File: config.mk
export PLATFORM = sky130hd
export DESIGN_NAME = bsg_serial_scatter
export DESIGN_NICKNAME = d
export VERILOG_FILES = /design/src/rtl/bsg_serial_scatter.sv
export SDC_FILE = /design/constraint.sdc
export NUM_CORES = 1
export LEC_CHECK = 0
export ABC_AREA = 1
export CORE_UTILIZATION = 48
export CTS_BUF_LIST = sky130_fd_sc_hd__clkbuf_4
export DETAILED_ROUTE_END_ITERATION = 8
export PLACE_DENSITY = 0.91
export SYNTH_ARGS = -nofsm -noshare
export SYNTH_HDL_FRONTEND = slang
export SYNTH_SLANG_ARGS = --single-unit
File: constraint.sdc
create_clock -name clk_i -period 1.4 [get_ports clk_i]
set_input_delay 0.14 -clock clk_i [delete_from_list [all_inputs] [get_ports clk_i]]
set_output_delay 0.14 -clock clk_i [all_outputs]
set_load 0.02 [all_outputs]
File: src/rtl/bsg_serial_scatter.sv
// bsg_serial_scatter: restores a compacted serial word stream into lane positions
// selected by a mask, lowest set lane first, emitting one sparse vector per mask.
module bsg_serial_scatter #(
    parameter int width_p = 8,
    parameter int els_p   = 4
) (
    input  logic                     clk_i,
    input  logic                     reset_n_i,
    input  logic                     mask_v_i,
    input  logic [els_p-1:0]         mask_i,
    output logic                     mask_ready_o,
    input  logic                     data_v_i,
    input  logic [width_p-1:0]       data_i,
    output logic                     data_ready_o,
    output logic                     v_o,
    output logic [els_p*width_p-1:0] data_o,
    output logic [els_p-1:0]         mask_o,
    input  logic                     ready_i
);
    // state | meaning
    // IDLE  | waiting for a mask
    // FILL  | depositing packed words into lanes still pending in pend_r
    // DONE  | vector presented on data_o/mask_o until ready_i
    typedef enum logic [1:0] {IDLE, FILL, DONE} state_e;

    state_e                        state_r;
    logic [els_p-1:0]              pend_r;
    logic [els_p-1:0]              mask_r;
    logic [els_p-1:0][width_p-1:0] lane_r;
    logic [els_p-1:0]              pick;
    logic [els_p-1:0]              pend_next;
    logic                          mask_hs;
    logic                          data_hs;

    // Isolate the lowest set pending bit: target lane for the next word.
    assign pick      = pend_r & (-pend_r);
    assign pend_next = pend_r & ~pick;

    assign mask_ready_o = (state_r == IDLE) || ((state_r == DONE) && ready_i);
    assign data_ready_o = (state_r == FILL);
    assign v_o          = (state_r == DONE);
    assign data_o       = lane_r;
    assign mask_o       = mask_r;

    assign mask_hs = mask_v_i && mask_ready_o;
    assign data_hs = data_v_i && data_ready_o;

    always_ff @(posedge clk_i or negedge reset_n_i) begin
        if (!reset_n_i) begin
            state_r <= IDLE;
            pend_r  <= '0;
            mask_r  <= '0;
            lane_r  <= '0;
        end else begin
            if (mask_hs) begin
                // Also covers the back-to-back reload on the retire cycle of DONE.
                mask_r  <= mask_i;
                pend_r  <= mask_i;
                lane_r  <= '0;
                state_r <= (mask_i != '0) ? FILL : DONE;
            end else if ((state_r == DONE) && ready_i) begin
                state_r <= IDLE;
            end else if (data_hs) begin
                for (int i = 0; i < els_p; i++) begin
                    if (pick[i]) begin
                        lane_r[i] <= data_i;
                    end
                end
                pend_r <= pend_next;
                if (pend_next == '0) begin
                    state_r <= DONE;
                end
            end
        end
    end

endmodule

## After elaboration in Yosys (flattened, before gate mapping)

Index checks and enable logic that the tools add are counted.

| storage, ports and cells | value |
|---|---|
| output and inout bits | 39 |
| flip-flop bits (word level) | 42 |
| logic and storage cells | 49 |
| input port bits | 17 |

| operators by class | value |
|---|---|
| muxes and demuxes | 15 |
| reduce and logical (&&, ||, !) cells | 20 |
| add/sub/neg operators | 1 |
| bitwise logic cells | 3 |
| equal/unequal tests | 3 |

Operators with widths:

| kind | count |
|---|---|
| 32-bit two-way mux | 3 |
| 8-bit two-way mux | 4 |
| 4-bit two-way mux | 3 |
| 3-bit AND reduction | 4 |
| 2-bit two-way mux | 5 |
| 2-bit nonzero test | 5 |
| 4-bit bitwise AND | 2 |
| 3-bit nonzero test | 2 |
| 4-bit zero test | 1 |
| 4-bit negator | 1 |
| 4-bit NOT | 1 |
| 2-bit AND reduction | 2 |
| 4-bit nonzero test | 1 |
| 1-bit logical AND | 3 |
| 2-bit by 1-bit equality test with 1-bit output, second input constant | 1 |
| 2-bit equality test, second input constant | 1 |
| 2-bit zero test | 1 |
| 2-bit != test, second input constant | 1 |
| 1-bit logical OR | 1 |

## Depth between registers and ports, before layout

| depth | value |
|---|---|
| depth after elaboration | 9 |
| gate-level depth with buffers | 8 |
| mapped depth without buffers | 8 |

## Worst setup path before layout

OpenSTA, ideal clock, no wires.

| path | value |
|---|---|
| kind | register -> register |
| start point | register pend_r[1] |
| end point | register lane_r (netlist bit data_o[29]) |
| arrival time | 1.135 ns |
| library setup time | 0.123 ns |
| required time | 1.277 ns |
| path buffers | 1 |
| period minus slack after synthesis | 1.258 ns |
| setup slack | 0.142 ns |
| cell stages (with the launch flop) | 8 |
| cell sequence | dfrtp_1 -> nor2_1 -> nand2_1 -> nor2_2 -> nand2_2 -> buf_4 -> nand3_1 -> o21ai_1 |

| between the ends | value |
|---|---|
| longest elaborated chain between the ends | 4 |

Ends and longest elaborated chain:

| item | RTL line | text |
|---|---|---|
| start: declaration | 27 | `logic [els_p-1:0] pend_r;` |
| start signal: assignment | 58 | `pend_r <= mask_i;` |
| start signal: assignment | 69 | `pend_r <= pend_next;` |
| 4-bit negator | 36 | `assign pick = pend_r & (-pend_r);` |
| 4-bit bitwise AND | 36 |  |
| 2-bit nonzero test (no line) | n/a |  |
| 3-bit AND reduction (no line) | n/a |  |
| end signal: indexed assignment | 66 | `lane_r[i] <= data_i;` |
| end: declaration | 29 | `logic [els_p-1:0][width_p-1:0] lane_r;` |

Every way passes these cells.
A chain may end at the register's enable or synchronous reset.

## Worst setup path after layout

| path | value |
|---|---|
| start point | register state_r[0] |
| end point | output v_o |

| between the ends | value |
|---|---|
| longest elaborated chain between the ends | 1 |

Ends and longest elaborated chain:

| item | RTL line | text |
|---|---|---|
| start: declaration | 26 | `state_e state_r;` |
| start signal: assignment | 60 | `state_r <= (mask_i != '0) ? FILL : DONE;` |
| 2-bit equality test | 41 | `assign v_o = (state_r == DONE);` |
| end: declaration | 15 | `output logic v_o,` |

Every way passes these cells.

==> reports/qor.yml <==
power:
  max-vdd-ir-drop_mv: 1.20
  p_leak_nw: 1.34
  fin_total_pwr_mw: 5.03
  power_density_nw_per_um2: 2000
logic_synthesis:
  yosys_register_bits: 42
  synth.area.top_cells: "dfrtp_1 (57%), nand2_1 (8.5%), nand3_1 (6.2%), o21ai_1 (4.9%), nand3_2 (3.8%)"
  syn_inst: 195
  yosysTopAreaCell: "dfrtp_1"
  ys_types: 19
  yosysSeqAreaShare: 0.568
  syn_area_per_cell_um2: 9.48
  synth_fp_nets: 212
  synth_top_area_frac: 0.568
  synth_warnings: 0
  synth_area_um2: 1850
place:
  port_buffers: 55
  dp_worst_setup_slack_ps: -110
  hpwl_um: 3010
  dpl-instance-area_um2: 2480
  globalplace.congestion: 0.787
sta:
  period_needed_ps: 1300
  hold_slack_ps: 391
  max_freq_mhz: 767
  tightest_slew_ps: 524
  fin_skew_ps: 7.98
  rsz0062_at_grt: "true"
  setup_viol_count_final: 0
  finalMaxSlewViolations: 0
  finalHoldViolCount: 0
  max-slew-margin-rel: 0.651
  finalCritPeriodShare: 0.931
  finalWorstSetupSlack_ps: 96.3
final_layout:
  area_delta_synth_final_pct: 35.9
  drive_gt1_frac: 0.165
  antenna_cells: 0
  fin_nets: 276
  final_cell_mix: "nand2_1 (42), dfrtp_1 (42), dlygate4sd2_1 (36), nand3_1 (21), o21ai_1 (17)"
  design_area_um2: 2510
  fin_util: 0.681
clock_network:
  clock_latency_ps: 340
  htreeDepth: 2
  clkTransAtPathRegs_ps: 120
  clk_path_buf_depth: 2
  clockRootBuffer: "clkbuf_4"
  cts_buffers: 5
  cts_tree: "done"
  post_cts_buffers: 0
  clkSinkCount: 42
floorplanning:
  die_area_um2: 4100
  core_area_um2: 3690
  fp.dieW_um: 64.1
  rows: 22
  ios: 56
  dieHeight_um: 64.1
  initial_core_util: 0.501
global_route:
  grt_pass1_wl_um: 7000
  antenna_found_initial: 0
  grtUsageTotal: 0.225
  grt.busiest_layer: "met2"
  gr-total-overflow: 0
  grtUsageMet3: 0.0536
  grtUsageMet1: 0.298
  grt_max_degree: 43
  use_met2: 0.370
  first_global_vias: 1491
hold_path:
  hp-class: "in -> async"
drt:
  route.detailed.drc: 0
  viasPerCell: 5.16
  vias: 1590
  detail-route-antenna-nets: 0
  wl_per_cell_um: 13.3
  drtIter0Drc: 74
  drt_first_pass_iters: 4
  finalWirelength_um: 4100
critical_path:
  critical_path_arrival_ps: 1160
  path_class: "reg -> out"
  cp_max_fo: 4
  endpoint_kind: "output port"
  startpoint_type: "flip-flop"
  required_ps: 1260
status:
  status: "complete, no violations"
run:
  drv_cap: 0
## critical path: stages (launching register included)
cell	delay, ps
dfrtp_1	400
buf_4	160
nor2_1	120
buf_4	150
## layer usage
| layer | part of all wire | vias to the layer above |
|---|---|---|
| met3 | 0.050 | 4 |
| met5 | 0 | - |
| met2 | 0.51 | 56 |
| met4 | 0.0063 | 0 |
| li1 | - | 784 |
| met1 | 0.44 | 746 |
## area by class of cell
type | instances | area (um2)
fill | 325 | 1180
sequential | 42 | 1050
multi-input combinational | 125 | 683
timing repair buffer | 67 | 597
inverter | 18 | 67.6
tap | 48 | 60.1
clock buffer | 6 | 45.0
clock inverter | 2 | 8.76
## per-stage QoR
stage	setup TNS, ps	cells
6_report	0	308
5_1_grt	-6.37	308
4_1_cts	0	308
3_5_place_dp	-1100	299
3_3_place_gp	-688	299
2_1_floorplan	0	195
## timing repair
action	4_1_cts	5_1_grt
endpoints found under the hold margin	42	0
resized for setup	47	7
setup endpoints to repair	39	16
hold buffers	1	0
## cells by family (layout without fill, tap and decap cells)
logic type / after synthesis / count (layout) / synth area share
simple gates: 88 / 88 / 0.246
compound gates: 37 / 37 / 0.113
buf+inv: 28 / 93 / 0.0724
flops: 42 / 42 / 0.568
## synth_stat cells (all sizes together)
cell / instances
buf: 9
nand3: 32
o211ai: 2
dfrtp: 42
nor2: 5
nand4: 8
o21ai: 35
clkbuf: 1
inv: 18
nand2: 43
## flip-flops by register name, indices dropped and copies added (netlist names)
register  cells
state_r       2
mask_o        4
data_o       32
pend_r        4
## worst paths after layout
kind                       cells after the start                      to              startpoint  slack (ps)
max                                            3                     v_o  state_r[0]$_DFFE_PN0P_         100
min                                            3  data_o[28]$_DFFE_PN0P_               reset_n_i         390
max reg2reg                                    5   data_o[8]$_DFFE_PN0P_   pend_r[0]$_DFFE_PN0P_         100
min reg2reg                                    2   mask_o[1]$_DFFE_PN0P_   mask_o[1]$_DFFE_PN0P_         490
max in group asynchronous                      3   data_o[5]$_DFFE_PN0P_               reset_n_i         660
min in group clk_i                             3   mask_o[0]$_DFFE_PN0P_               mask_i[0]         390
## power by group
group / internal (mW) / switching, mW / leakage (nW)
Clock: 0.209 / 0.367 / 0.0331
Combinational: 0.940 / 1.55 / 0.744
Sequential: 1.68 / 0.286 / 0.563
Total: 2.83 / 2.21 / 1.34
Power figures use the tool's default switching activity.
